### src/rtl/ct_lsu_st_data_align_pkg.sv
// Shared types and constants for the store-data lane aligner.
// Covers size encoding, FSM state, beat payload and the byte-count mask helper.
package ct_lsu_st_data_align_pkg;

  localparam int unsigned PA_W       = 40;
  localparam int unsigned LINE_BYTES = 16;
  localparam int unsigned SRC_W      = 64;
  localparam int unsigned BANK_W     = LINE_BYTES * 8;
  localparam int unsigned OFF_W      = 4;
  localparam int unsigned LINE_W     = PA_W - OFF_W;
  localparam int unsigned BE_W       = LINE_BYTES;
  localparam int unsigned MASK_W     = 2 * LINE_BYTES;

  localparam logic [1:0] ST_BYTE  = 2'd0;
  localparam logic [1:0] ST_HALF  = 2'd1;
  localparam logic [1:0] ST_WORD  = 2'd2;
  localparam logic [1:0] ST_DWORD = 2'd3;

  typedef enum logic [1:0] {
    IDLE = 2'd0,
    B0   = 2'd1,
    B1   = 2'd2
  } st_state_e;

  typedef struct packed {
    logic [LINE_W-1:0] line;
    logic [BANK_W-1:0] data;
    logic [BE_W-1:0]   be;
    logic              split;
    logic              last;
  } wb_beat_t;

  // Contiguous byte mask for a store of the given size, anchored at lane 0.
  function automatic logic [7:0] size_byte_mask(input logic [1:0] size);
    logic [7:0] m;
    unique case (size)
      ST_BYTE:  m = 8'h01;
      ST_HALF:  m = 8'h03;
      ST_WORD:  m = 8'h0F;
      default:  m = 8'hFF;
    endcase
    return m;
  endfunction

endpackage

### src/rtl/ct_lsu_st_rot.sv
// Combinational store rotator: lane-rotated data, 32-bit two-line byte mask
// and line-crossing flag. Shared with the atomic store path.
module ct_lsu_st_rot
  import ct_lsu_st_data_align_pkg::*;
(
  input  logic [OFF_W-1:0]  off,
  input  logic [1:0]        size,
  input  logic [SRC_W-1:0]  data,
  output logic [SRC_W-1:0]  rot_c,
  output logic [MASK_W-1:0] mask_c,
  output logic              split_c
);

  logic [5:0] sh;

  always_comb begin
    sh      = {off[2:0], 3'b000};
    // A zero shift makes the right-shift term fall off entirely, giving data back.
    rot_c   = (data << sh) | (data >> (7'd64 - 7'(sh)));
    mask_c  = MASK_W'(size_byte_mask(size)) << off;
    split_c = |mask_c[MASK_W-1:LINE_BYTES];
  end

endmodule

### src/rtl/ct_lsu_st_data_align.sv
// Store-data aligner: rotates a 64-bit store into 128-bit bank lanes, builds
// byte enables and splits line-crossing stores into two beats.
module ct_lsu_st_data_align
  import ct_lsu_st_data_align_pkg::*;
(
  input  logic               forever_cpuclk,
  input  logic               cpurst_b,
  input  logic               rtu_yy_xx_flush,
  input  logic               st_vld,
  output logic               st_rdy,
  input  logic [PA_W-1:0]    st_addr,
  input  logic [1:0]         st_size,
  input  logic [SRC_W-1:0]   st_data,
  output logic               wb_vld,
  input  logic               wb_rdy,
  output logic [LINE_W-1:0]  wb_line_addr,
  output logic [BANK_W-1:0]  wb_data,
  output logic [BE_W-1:0]    wb_be,
  output logic               wb_split,
  output logic               wb_last
);

  st_state_e         state_q, state_d;
  wb_beat_t          beat_q, beat_d;
  logic [BE_W-1:0]   be_hi_q, be_hi_d;
  logic              vld_q, vld_d;
  logic              accept;

  logic [SRC_W-1:0]  rot_c;
  logic [MASK_W-1:0] mask_c;
  logic              split_c;

  ct_lsu_st_rot u_rot (
    .off     (st_addr[OFF_W-1:0]),
    .size    (st_size),
    .data    (st_data),
    .rot_c   (rot_c),
    .mask_c  (mask_c),
    .split_c (split_c)
  );

  // State and beat registers.
  always_ff @(posedge forever_cpuclk) begin
    if (!cpurst_b) begin
      state_q <= IDLE;
      beat_q  <= '0;
      be_hi_q <= '0;
      vld_q   <= 1'b0;
    end else begin
      state_q <= state_d;
      beat_q  <= beat_d;
      be_hi_q <= be_hi_d;
      vld_q   <= vld_d;
    end
  end

  // Handshake, next state and next beat contents.
  always_comb begin
    state_d = state_q;
    beat_d  = beat_q;
    be_hi_d = be_hi_q;
    st_rdy  = (state_q == IDLE)
            | ((state_q == B0) & wb_rdy & ~beat_q.split)
            | ((state_q == B1) & wb_rdy);
    accept  = st_vld & st_rdy & ~rtu_yy_xx_flush;

    if (rtu_yy_xx_flush) begin
      state_d = IDLE;
    end else if (accept) begin
      state_d      = B0;
      beat_d.line  = st_addr[PA_W-1:OFF_W];
      beat_d.data  = {rot_c, rot_c};
      beat_d.be    = mask_c[BE_W-1:0];
      beat_d.split = split_c;
      beat_d.last  = ~split_c;
      be_hi_d      = mask_c[MASK_W-1:BE_W];
    end else begin
      unique case (state_q)
        B0: begin
          if (wb_rdy) begin
            if (beat_q.split) begin
              state_d     = B1;
              beat_d.be   = be_hi_q;
              beat_d.line = beat_q.line + LINE_W'(1);
              beat_d.last = 1'b1;
            end else begin
              state_d = IDLE;
            end
          end
        end
        B1: begin
          if (wb_rdy) state_d = IDLE;
        end
        default: ;
      endcase
    end

    vld_d = (state_d != IDLE);
  end

  assign wb_vld       = vld_q;
  assign wb_line_addr = beat_q.line;
  assign wb_data      = beat_q.data;
  assign wb_be        = beat_q.be;
  assign wb_split     = beat_q.split;
  assign wb_last      = beat_q.last;

endmodule

### config.mk
export PLATFORM = sky130hd
export DESIGN_NAME = ct_lsu_st_data_align
export DESIGN_NICKNAME = d
export VERILOG_FILES = /design/src/rtl/ct_lsu_st_data_align_pkg.sv /design/src/rtl/ct_lsu_st_rot.sv /design/src/rtl/ct_lsu_st_data_align.sv
export SDC_FILE = /design/constraint.sdc
export NUM_CORES = 1
export LEC_CHECK = 0
export BUFFER_PORTS_ARGS = -buffer_cell sky130_fd_sc_hd__buf_2
export CORE_ASPECT_RATIO = 2
export CORE_MARGIN = 2
export CORE_UTILIZATION = 47
export DETAILED_ROUTE_END_ITERATION = 16
export GPL_ROUTABILITY_DRIVEN = 0
export GPL_TIMING_DRIVEN = 0
export PLACE_DENSITY_LB_ADDON = 0.05
export SLEW_MARGIN = 20
export SYNTH_ARGS = -nofsm -noshare
export SYNTH_HDL_FRONTEND = slang
export SYNTH_SLANG_ARGS = --single-unit
### constraint.sdc
create_clock -name forever_cpuclk -period 3.1 [get_ports forever_cpuclk]
set_clock_uncertainty 0.15 [all_clocks]
set_input_delay 0.31 -clock forever_cpuclk [delete_from_list [all_inputs] [get_ports forever_cpuclk]]
set_output_delay 0.31 -clock forever_cpuclk [all_outputs]
set_load 0.05 [all_outputs]
Word level (Yosys, flattened, before mapping) --
Cells that the tools add are included. Widths: inputs -> output; s select.
Storage, ports and cells: register bits 201, input port bits 111, output and inout bits 184, logic and storage cells 56
Cells by class: $add $sub $neg 2, equal/unequal tests 4, shift operators 3, mux-type cells 19, bitwise operators 11, reductions and logical operators 9
Operators by type and width (count):
- $mux 36 | 4
- $mux 16 | 4
- $or 64x64->64 | 1
- $shl 64x6->64 | 1
- $shr 64x7->64 | 1
- $add 36x1->36 const B | 1
- $shl 8x4->32 | 1
- $pmux 8 s3 | 1
- $reduce_or 16->1 | 1
- $mux 2 | 5
- $reduce_bool 2->1 | 4
- $sub 7x6->7 const A | 1
- $and 1x1->1 | 5
- $eq 2x1->1 const B | 2
- $eq 2x2->1 const B | 2
- $logic_not 2->1 | 2
- $mux 1 | 4
- $pmux 2 s2 | 1
- $reduce_and 4->1 | 1
- $not 1->1 | 3
- $or 1x1->1 | 2
- $reduce_and 2->1 | 1

Depth between registers and ports, before layout --
depth in word-level cells 10, mapped depth 12

Hierarchy --
A second synthesis with hierarchy kept.
Second synthesis, totals: cell total of the unflattened synthesis 1329, area, all modules 10030.9 um^2
By module, submodules not included:
- ct_lsu_st_data_align | instances 1, cells an instance 752, area each 6048.3 um^2, seq. area each 2742.6 um^2
- ct_lsu_st_rot | instances 1, cells an instance 577, area each 3982.6 um^2, seq. area each 0.0 um^2

Worst setup path before layout --
OpenSTA, ideal clock, no wires.
kind input to register, start input st_addr[1], end register beat_q (netlist bit wb_data[79]), library setup time 0.125 ns, arrival time 2.766 ns, setup slack 0.059 ns, stages 10, cells stage by stage clkbuf_1 inv_2 buf_1 clkbuf_1 ha_1 ha_1 clkbuf_1 clkbuf_1 mux2i_1 o21ai_0
On the way: cells in the longest elaborated chain, start to end 3
Ends and longest elaborated chain:
- from (decl) | RTL line ct_lsu_st_data_align.sv:11 | input logic [PA_W-1:0] st_addr,
- $sub 7x6->7 | RTL line ct_lsu_st_rot.sv:19 | rot_c = (data << sh) | (data >> (7'd64 - 7'(sh)));
- $shr 64x7->64 | RTL line ct_lsu_st_rot.sv:19
- $or 64x64->64 * | RTL line ct_lsu_st_rot.sv:19
- to (signal assigned) | RTL line ct_lsu_st_data_align.sv:51 | beat_q <= beat_d;
- to (decl) | RTL line ct_lsu_st_data_align.sv:24 | wb_beat_t beat_q, beat_d;
Mark *: on every way between the ends. The rest lies on a longest branch, timed or not. A chain may end at the register's enable or synchronous reset.

Worst setup path after layout --
start input st_addr[2], end register beat_q (netlist bit wb_data[110])
The elaborated chain is that of the path after synthesis.

==> flow_summary.ini <==
[run_status]
status = finished, violations left
violations = negative setup slack

[synth]
synth-edff-count = 0
synthArstFlopShare = 0
synth_fp_nets = 1353
synth.distinct_cells = 60
synth_top_area_frac = 0.267
synthesis.area_um2 = 9590
synthCells = 1236
ys_ff_latch = 128
yosys.area.top_type = dfxtp_1
seq_area_frac_synth = 0.267
ys_warn_count = 0
syn_avg_cell_area_um2 = 7.76
synth_area_leaders = dfxtp_1, o21ai_0, a21oi_1
synthFlopType = dfxtp_1

[pwr]
ir_drop_mv = 0.357
powerDensity_nw_per_um2 = 511
power.leakage_uw = 0.00533

[timing]
hold_violations = 0
rsz0062_at_grt = no
worst_pin_slew_ns = 1.20
hold_ws_ns = 0.00715
fmax_mhz = 310
report.final.slew_viol_count = 0
finalSetupViolCount = 12
setup_ws_ns = -0.129
finalCriticalPeriod_ns = 3.23
slew_headroom = 0.174
fin_crit_sh = 1.04

[floorplan]
die_h_um = 206
core_um2 = 19900
rows = 73
io-pin-count = 295
start_util = 0.482
die_w_um = 105
dieArea_um2 = 21600

[detailed_routing]
ant_nets = 0
viasPerCell = 6.49
vias = 11800
drc_errors = 0
drtPass1Iterations = 7
wl_per_cell_um = 25.8
drtIter0Drc = 1295
wl_um = 46900

[cells_and_area]
nets = 1658
fin_util = 0.602
syn2layout_area_growth_pct = 25.1
layout-drive-gt1-share = 0.341

[global_route]
grt_pass1_wl_um = 67900
grt-ovfl-total = 0
grt_max_degree = 26
grt_usage = 0.424
antenna_found_initial = 2
grt_pass1_vias = 11200

[clocking]
root_buffer = clkbuf_16
clkSinkCount = 128
cts_tree = yes
holdBufCountCts = 0
clk_path_buf_depth = 2
clk_pin_slew_worst_paths_ns = 0.06
htree_levels = 4
clk_latency_ns = 0.43
numCtsBuffers = 17

[worst_hold_path]
min_path_cells = 3
hold_class = input port to flop
hold_end = wb_line_addr[24]$_SDFFE_PN0P_
worstHoldStart = st_addr[28]

[worst_setup_path]
required_ns = 3.30
reg2reg_to = wb_be[14]$_SDFFE_PN0P_
worstSetupStartpointType = input port
r2r_slack_ns = 0.07
end_kind = flop
cp_max_fo = 15
r2r_cells = 8
worst_ep_arrival_time_ns = 3.43
crit_type = input port to flop
timing.rr.start = state_q[1]$_SDFF_PN0_

[place]
dpl_worst_slack_ns = -1.71
dp_hpwl_um = 35000
io_buffers = 291

[flow_run]
drv_cap = 0
## final cells by class
cell class,instances,area [um^2]
diodes,2,5.00
plain buffers,167,925
clock buffers,23,478
clock inverters,8,106
fillers,1997,7920
inverters,12,48.8
multi-input cells,923,6080
flip-flops and latches,128,2560
well taps,262,328
repair buffers,292,1460
## cell families after synthesis
group / synth area share
AOI/OAI and AO/OA: 0.260
xor gates and xnor gates: 0.0164
adders and majority gates: 0.00783
buffers and inverters: 0.102
DFF: 0.267
muxes: 0.172
and+or+nand+nor: 0.174
## power by group
part,total [uW],internal (uW),switching (uW)
logic,2200,642,1560
registers,1860,1760,106
clock network,2060,1250,814
## critical path, stage by stage
cell and delay (ns):
buf_2 0.24, inv_2 0.24, clkbuf_1 0.62, ha_1 0.46, nor2_1 0.35, clkbuf_1 0.59
a21oi_1 0.37, a21oi_1 0.24
## cell usage in the layout (no fill, tap or decap), types with 9 or more instances in the layout
| cell type | netlist | routed |
|---|---|---|
| mux4_2 | 25 | 25 |
| dfxtp_1 | 128 | 128 |
| buf_1 | 14 | 11 |
| inv_1 | 10 | 9 |
| mux2i_1 | 49 | 48 |
| o22ai_1 | 19 | 17 |
| nor3_1 | 22 | 22 |
| a21oi_1 | 123 | 123 |
| nor2b_1 | 10 | 10 |
| clkbuf_2 | 3 | 11 |
| a32oi_1 | 11 | 11 |
| mux2_2 | 53 | 53 |
| clkbuf_16 | 0 | 17 |
| buf_2 | 20 | 311 |
| nand3_1 | 28 | 27 |
| xor2_1 | 10 | 10 |
| nor2_1 | 90 | 90 |
| a22oi_1 | 10 | 10 |
| or2_2 | 12 | 12 |
| nand4_1 | 20 | 20 |
| o21ai_0 | 166 | 166 |
| a31oi_1 | 27 | 27 |
| nor4_1 | 9 | 9 |
| a21o_1 | 10 | 10 |
| clkbuf_1 | 70 | 60 |
| o211ai_1 | 16 | 16 |
| nand2_1 | 109 | 109 |
| buf_4 | 65 | 66 |
| or3_1 | 14 | 13 |
## worst max path at each step
stage          cells after the start                   endpoint  startpoint  slack, ns
4_1_cts                           12  wb_data[122]$_SDFFE_PN0P_  st_addr[0]       0.07
2_1_floorplan                     10   wb_data[79]$_SDFFE_PN0P_  st_addr[1]       0.06
3_5_place_dp                      11   wb_data[78]$_SDFFE_PN0P_  st_addr[1]      -1.71
5_1_grt                            8  wb_data[110]$_SDFFE_PN0P_  st_addr[2]       0.02
3_3_place_gp                      11   wb_data[72]$_SDFFE_PN0P_  st_addr[1]      -1.65
6_report                           8  wb_data[110]$_SDFFE_PN0P_  st_addr[2]      -0.13
## state kept, by name (all words and copies together) (netlist names)
name,cells
wb_split,1
wb_last,1
wb_data,64
be_hi_q,7
wb_line_addr,36
wb_vld,1
state_q,2
wb_be,16
## metal layers
metal | wire (um) | track usage | vias up
li1 | - | - | 5101
met1 | 14300 | 0.413 | 5418
met2 | 22400 | 0.729 | 929
met3 | 4670 | 0.104 | 351
met4 | 5510 | 0.393 | 0
met5 | 0 | 0 | -
## cell usage after synthesis, types with 19 or more instances
master      n
nand3_1    28
dfxtp_1   128
nor3_1     22
clkbuf_1   70
nor2_1     90
o22ai_1    19
a31oi_1    27
mux2_2     53
buf_2      20
mux4_2     25
nand2_1   109
nand4_1    20
mux2i_1    49
a21oi_1   123
buf_4      65
o21ai_0   166
## repair_timing
action / CTS / global route
gates resized for setup: 10 / 12
setup endpoints to repair: 63 / 27
setup buffers: 1 / 0
## per-stage QoR
step | power, uW | cells | TNS (ns) | instance area [um^2]
after CTS | 6020 | 1816 | 0 | 12000
after floorplan | 3340 | 1236 | 0 | 9590
after global placement | 3990 | 1789 | -73.48 | 11400
after detailed placement | 4000 | 1789 | -77.31 | 11400
after global routing | 6280 | 1817 | 0 | 12000
final | 6130 | 1817 | -0.790 | 12000
Note: power is estimated with default switching activity, not from simulation.
